File: src/rtl/exec_multi_lane.sv
// exec_multi_lane: N-lane in-order execute stage (integer ALU per lane, FPU dispatch, shared signed divider).
// Latency: 1 cycle from commit edge to registered outputs; each divide lane adds XLEN+3 stall cycles.
// Backpressure: interlock freezes the output register; exec_stall (comb) holds upstream while divides are pending.
// Optional divider: define EXEC_DIV_EN; when undefined, e_type 8 acts as Nop and exec_stall is tied low.
module exec_multi_lane #(
  parameter int NLANES = 2,
  parameter int XLEN   = 32,
  parameter int ILEN   = 32
) (
  input  logic                   clk,
  input  logic                   rstn,
  input  logic                   interlock,
  input  logic [31:0]            pc,
  input  logic [NLANES*ILEN-1:0] inst,
  input  logic [NLANES*XLEN-1:0] srca,
  input  logic [NLANES*XLEN-1:0] srcb,
  input  logic [NLANES*4-1:0]    e_type,
  input  logic [NLANES*5-1:0]    rt,
  input  logic [NLANES-1:0]      rt_flag,
  output logic                   exec_stall,
  output logic [31:0]            pc_out,
  output logic [NLANES*ILEN-1:0] inst_out,
  output logic [NLANES*XLEN-1:0] tdata,
  output logic [NLANES*5-1:0]    rt_out,
  output logic [NLANES-1:0]      rt_flag_out,
  output logic [NLANES-1:0]      fpu_valid,
  output logic [NLANES*3-1:0]    fpu_op,
  output logic [NLANES*XLEN-1:0] fpu_srca,
  output logic [NLANES*XLEN-1:0] fpu_srcb,
  output logic [NLANES*5-1:0]    fpu_rt
);

  localparam int SHW = (XLEN > 1) ? $clog2(XLEN) : 1;
  // Nop instruction word: Nop opcode is 0 and all other fields are 0
  localparam logic [ILEN-1:0] NOP_INST = '0;

  logic [NLANES*XLEN-1:0] alu_res;
  logic [NLANES*XLEN-1:0] lane_res;
  logic [NLANES-1:0]      fpu_mask;
  logic [NLANES*3-1:0]    fpu_op_n;

`ifdef EXEC_DIV_EN
  localparam int CW = $clog2(XLEN + 1);
  localparam int LW = (NLANES > 1) ? $clog2(NLANES) : 1;

  typedef enum logic [1:0] {S_IDLE, S_LOAD, S_RUN, S_FIN} div_state_t;

  div_state_t             state;
  logic [NLANES-1:0]      div_mask;
  logic [NLANES-1:0]      done_mask;
  logic [NLANES-1:0]      pend;
  logic [NLANES*XLEN-1:0] qreg;
  logic [LW-1:0]          lane_sel;
  logic [LW-1:0]          pend_lane;
  logic [XLEN-1:0]        op_a;
  logic [XLEN-1:0]        op_b;
  logic [XLEN-1:0]        dvd;     // dividend magnitude, shifted out as quotient bits shift in
  logic [XLEN-1:0]        dvs;     // divisor magnitude
  logic [XLEN:0]          rem;
  logic [XLEN+1:0]        rem_sh;
  logic                   ge;
  logic                   neg;
  logic [CW-1:0]          count;
  logic                   commit;
`endif

  for (genvar g = 0; g < NLANES; g++) begin : g_lane
    logic [XLEN-1:0] a;
    logic [XLEN-1:0] b;
    logic [XLEN-1:0] r;
    logic [3:0]      et;

    assign a  = srca[g*XLEN +: XLEN];
    assign b  = srcb[g*XLEN +: XLEN];
    assign et = e_type[g*4 +: 4];

    // single-cycle integer ALU; Nop, Div (when no divider) and FPU types pass srcb
    always_comb begin
      r = b;
      case (et)
        4'd1:    r = a + b;
        4'd2:    r = a - b;
        4'd3:    r = $unsigned($signed(a) >>> b[SHW-1:0]);
        4'd4:    r = a << b[SHW-1:0];
        4'd5:    r = a & b;
        4'd6:    r = a | b;
        4'd7:    r = a ^ b;
        default: r = b;
      endcase
    end

    assign alu_res[g*XLEN +: XLEN] = r;
    assign fpu_mask[g]             = (et >= 4'd9);
    assign fpu_op_n[g*3 +: 3]      = 3'(et - 4'd9);

`ifdef EXEC_DIV_EN
    assign div_mask[g]              = (et == 4'd8);
    assign lane_res[g*XLEN +: XLEN] = div_mask[g] ? qreg[g*XLEN +: XLEN] : r;
`else
    assign lane_res[g*XLEN +: XLEN] = r;
`endif
  end

`ifdef EXEC_DIV_EN
  assign pend       = div_mask & ~done_mask;
  assign exec_stall = |pend;
  assign commit     = ~interlock & ~exec_stall;
  assign op_a       = srca[lane_sel*XLEN +: XLEN];
  assign op_b       = srcb[lane_sel*XLEN +: XLEN];
  assign rem_sh     = {rem, dvd[XLEN-1]};
  assign ge         = rem_sh >= {2'b00, dvs};

  // lowest-numbered lane whose divide is still outstanding
  always_comb begin
    pend_lane = '0;
    for (int i = NLANES - 1; i >= 0; i--) begin
      if (pend[i]) pend_lane = LW'(i);
    end
  end

  // shared divider: pick lane, load magnitudes, restoring shift-subtract, then post signed quotient
  always_ff @(posedge clk) begin
    if (!rstn) begin
      state     <= S_IDLE;
      done_mask <= '0;
      qreg      <= '0;
      lane_sel  <= '0;
      dvd       <= '0;
      dvs       <= '0;
      rem       <= '0;
      neg       <= 1'b0;
      count     <= '0;
    end else begin
      if (commit) done_mask <= '0;
      case (state)
        S_IDLE: begin
          if (exec_stall) begin
            lane_sel <= pend_lane;
            state    <= S_LOAD;
          end
        end
        S_LOAD: begin
          dvd   <= op_a[XLEN-1] ? -op_a : op_a;
          dvs   <= op_b[XLEN-1] ? -op_b : op_b;
          // divide by zero keeps the all-ones magnitude unsigned, i.e. -1
          neg   <= (op_a[XLEN-1] ^ op_b[XLEN-1]) & (|op_b);
          rem   <= '0;
          count <= CW'(XLEN);
          state <= S_RUN;
        end
        S_RUN: begin
          rem   <= ge ? (XLEN+1)'(rem_sh - {2'b00, dvs}) : (XLEN+1)'(rem_sh);
          dvd   <= {dvd[XLEN-2:0], ge};
          count <= count - CW'(1);
          if (count == CW'(1)) state <= S_FIN;
        end
        S_FIN: begin
          qreg[lane_sel*XLEN +: XLEN] <= neg ? -dvd : dvd;
          done_mask[lane_sel]         <= 1'b1;
          state                       <= S_IDLE;
        end
        default: state <= S_IDLE;
      endcase
    end
  end
`else
  assign exec_stall = 1'b0;
`endif

  // output register: commit the bundle, insert a bubble while stalled, or hold under interlock
  always_ff @(posedge clk) begin
    if (!rstn) begin
      pc_out      <= '0;
      inst_out    <= {NLANES{NOP_INST}};
      tdata       <= '0;
      rt_out      <= '0;
      rt_flag_out <= '0;
      fpu_valid   <= '0;
      fpu_op      <= '0;
      fpu_srca    <= '0;
      fpu_srcb    <= '0;
      fpu_rt      <= '0;
    end else if (!interlock) begin
      if (!exec_stall) begin
        pc_out      <= pc;
        inst_out    <= inst;
        tdata       <= lane_res;
        rt_out      <= rt;
        rt_flag_out <= rt_flag;
        fpu_valid   <= fpu_mask;
        fpu_op      <= fpu_op_n;
        fpu_srca    <= srca;
        fpu_srcb    <= srcb;
        fpu_rt      <= rt;
      end else begin
        inst_out    <= {NLANES{NOP_INST}};
        rt_flag_out <= '0;
        fpu_valid   <= '0;
      end
    end
  end

endmodule

File: config.mk
export PLATFORM = sky130hd
export DESIGN_NAME = exec_multi_lane
export DESIGN_NICKNAME = d
export VERILOG_FILES = /design/src/rtl/exec_multi_lane.sv
export SDC_FILE = /design/constraint.sdc
export NUM_CORES = 1
export LEC_CHECK = 0
export BUFFER_PORTS_ARGS = -buffer_cell sky130_fd_sc_hd__buf_4
export CORE_ASPECT_RATIO = 0.7
export CORE_MARGIN = 10
export CORE_UTILIZATION = 55
export DETAILED_ROUTE_END_ITERATION = 12
export PLACE_DENSITY_LB_ADDON = 0.3
export SYNTH_ARGS = -nofsm -noshare
export SYNTH_HDL_FRONTEND = slang
export SYNTH_SLANG_ARGS = --single-unit
File: constraint.sdc
create_clock -name clk -period 11.6 [get_ports clk]
set_input_delay 1.16 -clock clk [delete_from_list [all_inputs] [get_ports clk]]
set_output_delay 1.16 -clock clk [all_outputs]
set_load 0.005 [all_outputs]
---- Yosys cells after proc, flatten, opt, wreduce, memory -nomap -nowiden ----
Index checks and enable logic that the tools add are counted.
word-level totals
  register bits after elaboration ......... 308
  bits of input ports ..................... 247
  output and inout port bits .............. 319
  word-level logic and storage cells ...... 43
cells by class
  add/sub/neg operators ................... 6
  $lt $le $gt $ge ......................... 2
  eq/ne operators ......................... 14
  shift-type cells ........................ 4
  muxes and demuxes ....................... 2
  bitwise operators ....................... 6
operator list
  operator               count
  $pmux W32 S7           2
  $add A32 B32 Y32       2
  $and A32 B32 Y32       2
  $or A32 B32 Y32        2
  $shl A32 B5 Y32        2
  $sshr A32 B5 Y32       2
  $sub A32 B32 Y32       2
  $xor A32 B32 Y32       2
  $eq A4 B3 Y1 const B   8
  $eq A4 B2 Y1 const B   4
  $eq A4 B1 Y1 const B   2
  $ge A4 B4 Y1 const B   2
  $sub A3 B1 Y3 const B  2

---- Logic depth before layout (Yosys ltp) ----
  depth in word-level cells ............... 2
  depth in mapped cells ................... 21
  depth with buffers taken out ............ 17

---- Worst setup path after synthesis ----
Ideal clock, no wire load.
  path kind ............................... in2reg
  start ................................... input port srcb[32]
  end ..................................... register tdata[63]
  library setup time ...................... 125 ps
  arrival ................................. 5265 ps
  setup slack ............................. 6210 ps
  stages on the path ...................... 20
  buffers on the path ..................... 3
  cell sequence ........................... buf_4 -> clkinv_1 -> buf_2 -> buf_1 -> ha_1 -> nand2_2 -> or3_1 -> or2_1 -> o41ai_1 -> xnor2_1 -> ha_1 -> a21o_1 -> a21oi_1 -> nand2b_1 -> a21oi_1 -> nor4_1 -> or4_1 -> and4_1 -> o21ai_1 -> a211oi_2
on the way
  cells in the longest elaborated chain, start to end .. 2
RTL lines
  element                                         line  source
  start: declaration                              16    input logic [NLANES*XLEN-1:0] srcb,
  $sub A32 B32 Y32, or another cell as far along  82    4'd2: r = a - b;
  $pmux W32 S7 *                                  80    case (et)
  end signal: assignment                          187   tdata <= lane_res;
  end: declaration                                23    output logic [NLANES*XLEN-1:0] tdata,
Mark *: on every way between the ends. The rest lies on a longest branch, timed or not.
A chain may end at the register's enable or synchronous reset.

---- Worst setup path in the final report ----
  start ................................... input port srcb[33]
  end ..................................... register tdata[63]
The elaborated chain is that of the path after synthesis.

==> impl_metrics.yaml <==
run_status:
  outcome: "finished, final reports clean"
drt:
  initialDrtViolationCount: 4952
  ant_nets: 0
  drt-total-wl_um: 121000
  vias: 28497
  vias_per_cell: 6.65
  wl_per_cell_um: 28.3
  route.detailed.drc: 0
  firstDrtPassIters: 6
die:
  die_h_um: 202
  ios: 566
  row_count: 66
  core_sq_um: 46700
  die_x_um: 280
  initial_utilization_pct: 55.8
  dieArea_sq_um: 56600
sta:
  setup_viol: 0
  min_period_ps: 5380
  tightest_slew_ps: 1100
  finalHoldViolCount: 0
  max_freq_mhz: 186
  drv_slew: 0
  rsz0062_at_grt: "no"
  slew_headroom_pct: 25.8
  holdWs_ps: 466
  fin_crit_sh_pct: 46.4
  setup_slack_ps: 6220
  setup_tns_ps: 0
  fin_skew_ps: 0
logic_synthesis:
  syn_area_sq_um: 26000
  avgSynthCellArea_sq_um: 7.98
  ys_seq_elements: 308
  syn_inst: 3261
  synth_cell_type_count: 77
  synthArstFlopShare_pct: 0
  syn-num-nets: 3714
  yosys_warnings: 0
  synthFlopType: "dfxtp_1"
  seq_area_frac_synth_pct: 23.7
  synth_edf_count: 0
hold_path:
  worstHoldStart: "fpu_op[2]"
  hold_class: "reg -> reg"
clocking:
  clk_pin_slew_ps: 70
  post-cts-setup-buffers: 0
  clockRootBuffer: "clkbuf_16"
  clk_latency_ps: 610
  cts_htree_levels: 1
  clock_path_buffers: 3
  ctsHoldBuffers: 0
  cts_buffers: 31
  cts_tree: "done"
  cts_resized: 0
  clock_sinks: 308
placed_design:
  placed_area_sq_um: 30300
  dp_hpwl_um: 92500
  gp_congestion: 1.11
  dp_cells: 4218
  port_buffers: 564
  dp_slack_ps: 5720
power:
  ir_worst_vdd_uv: 126
  p_leak_nw: 14.5
  power.density_nw_per_um2: 110
  finalPower_mw: 3.44
global_routing:
  grt_pass1_wl_um: 176000
  use_met2_pct: 54.2
  grt_max_degree: 93
  grt_pass1_vias: 26187
  overflow: 0
  track_usage_pct: 40.2
  use_met3_pct: 18.3
  met1_usage_pct: 55.7
  grt.busiest_layer: "met1"
  antenna_found_initial: 13
critical_path:
  r2r-start: "tdata[57]"
  worstSetupEndpointType: "register"
  cp_max_fo: 20
  critPathKind: "in -> reg"
  required_ps: 12140
  crit_arrival_ps: 5920
  cp-start-kind: "primary input"
  crit_start: "srcb[33]"
final_layout:
  final_cells: 4286
  final_common_cell: "buf_4"
  final_util_pct: 67.2
  syn_to_final_growth_pct: 20.4
  design_area_sq_um: 31300
  final_nets: 4092
  drive_above_1_share_pct: 21.3
  final_cell_mix: "buf_4 (602), nor2_1 (502), mux2i_1 (322)"
run:
  cap_violations: 0
## cells in the mapped netlist (21+ instances only)
master | n | share of area, %
clkbuf_1 | 174 | 2.5
dfxtp_1 | 308 | 24
nor2_1 | 502 | 7.2
o21ai_0 | 247 | 4.7
o211ai_1 | 52 | 1.5
a31oi_1 | 30 | 0.72
buf_1 | 33 | 0.48
mux2i_1 | 322 | 12
a21o_1 | 21 | 0.61
mux4_2 | 69 | 6.0
a21oi_1 | 177 | 3.4
mux2_2 | 26 | 1.1
inv_1 | 149 | 2.1
buf_2 | 33 | 0.63
nor3_1 | 82 | 1.6
nand2_1 | 249 | 3.6
xnor2_1 | 90 | 3.0
a311oi_1 | 22 | 0.74
nand3_1 | 32 | 0.62
a211oi_1 | 53 | 1.5
o21a_1 | 22 | 0.63
a221oi_1 | 70 | 2.4
ha_1 | 204 | 9.8
## sequential cells by signal, indices dropped and copies added (netlist names)
register / flops
fpu_op: 6
fpu_rt: 10
fpu_srca: 64
fpu_srcb: 64
fpu_valid: 2
inst_out: 64
pc_out: 32
rt_flag_out: 2
tdata: 64
## worst max-delay path, stage by stage
cell and delay, ps:
buf_4 190, inv_1 490, ha_1 340, nand2_2 100, or3_1 470, or2_1 400
o41ai_1 370, xnor2_1 110, ha_1 400, a21o_1 150, a21oi_1 80, nand2b_1 160
a21oi_1 270, nor4_1 150, or4_1 550, a31oi_1 190, o21ai_1 110, a211oi_2 220
## area by class of cell
type	instances	area [sq um]
antenna	10	25.0
inverter	156	593
clock inverter	18	203
fill	4028	15300
multi-input combinational	2539	18200
sequential	308	6170
clock buffer	40	850
timing repair buffer	603	4530
tap	612	766
## metal layers
metal  part of all wire [%]  up-vias
met5                  0.045        -
met4                    3.4        8
met3                     17      279
met2                     40     2191
met1                     40    13511
li1                       -    12508
## power by group
group,total [mW],switching (mW),internal (mW)
Clock,1.08,0.487,0.590
Combinational,1.19,0.727,0.467
Sequential,1.17,0.0412,1.13
Total,3.44,1.26,2.18
## final timing paths
check / endpoint / slack (ps) / cells after the start
worst max-delay path: tdata[63] / 6220 / 18
worst max register to register: tdata[57] / 10620 / 4
worst min-delay path: fpu_op[2] / 470 / 2
worst min register to register: fpu_op[2] / 470 / 2
## logic make-up after synthesis
kind of cell | share of synthesized area, %
muxes | 19.5
DFF | 23.7
other | 0.0144
AOI/OAI and AO/OA | 20.7
xor gates and xnor gates | 3.56
adders and majority gates | 9.96
and+or+nand+nor | 16.2
buffers and inverters | 6.41
No activity file was read; power rests on OpenSTA's default activity.
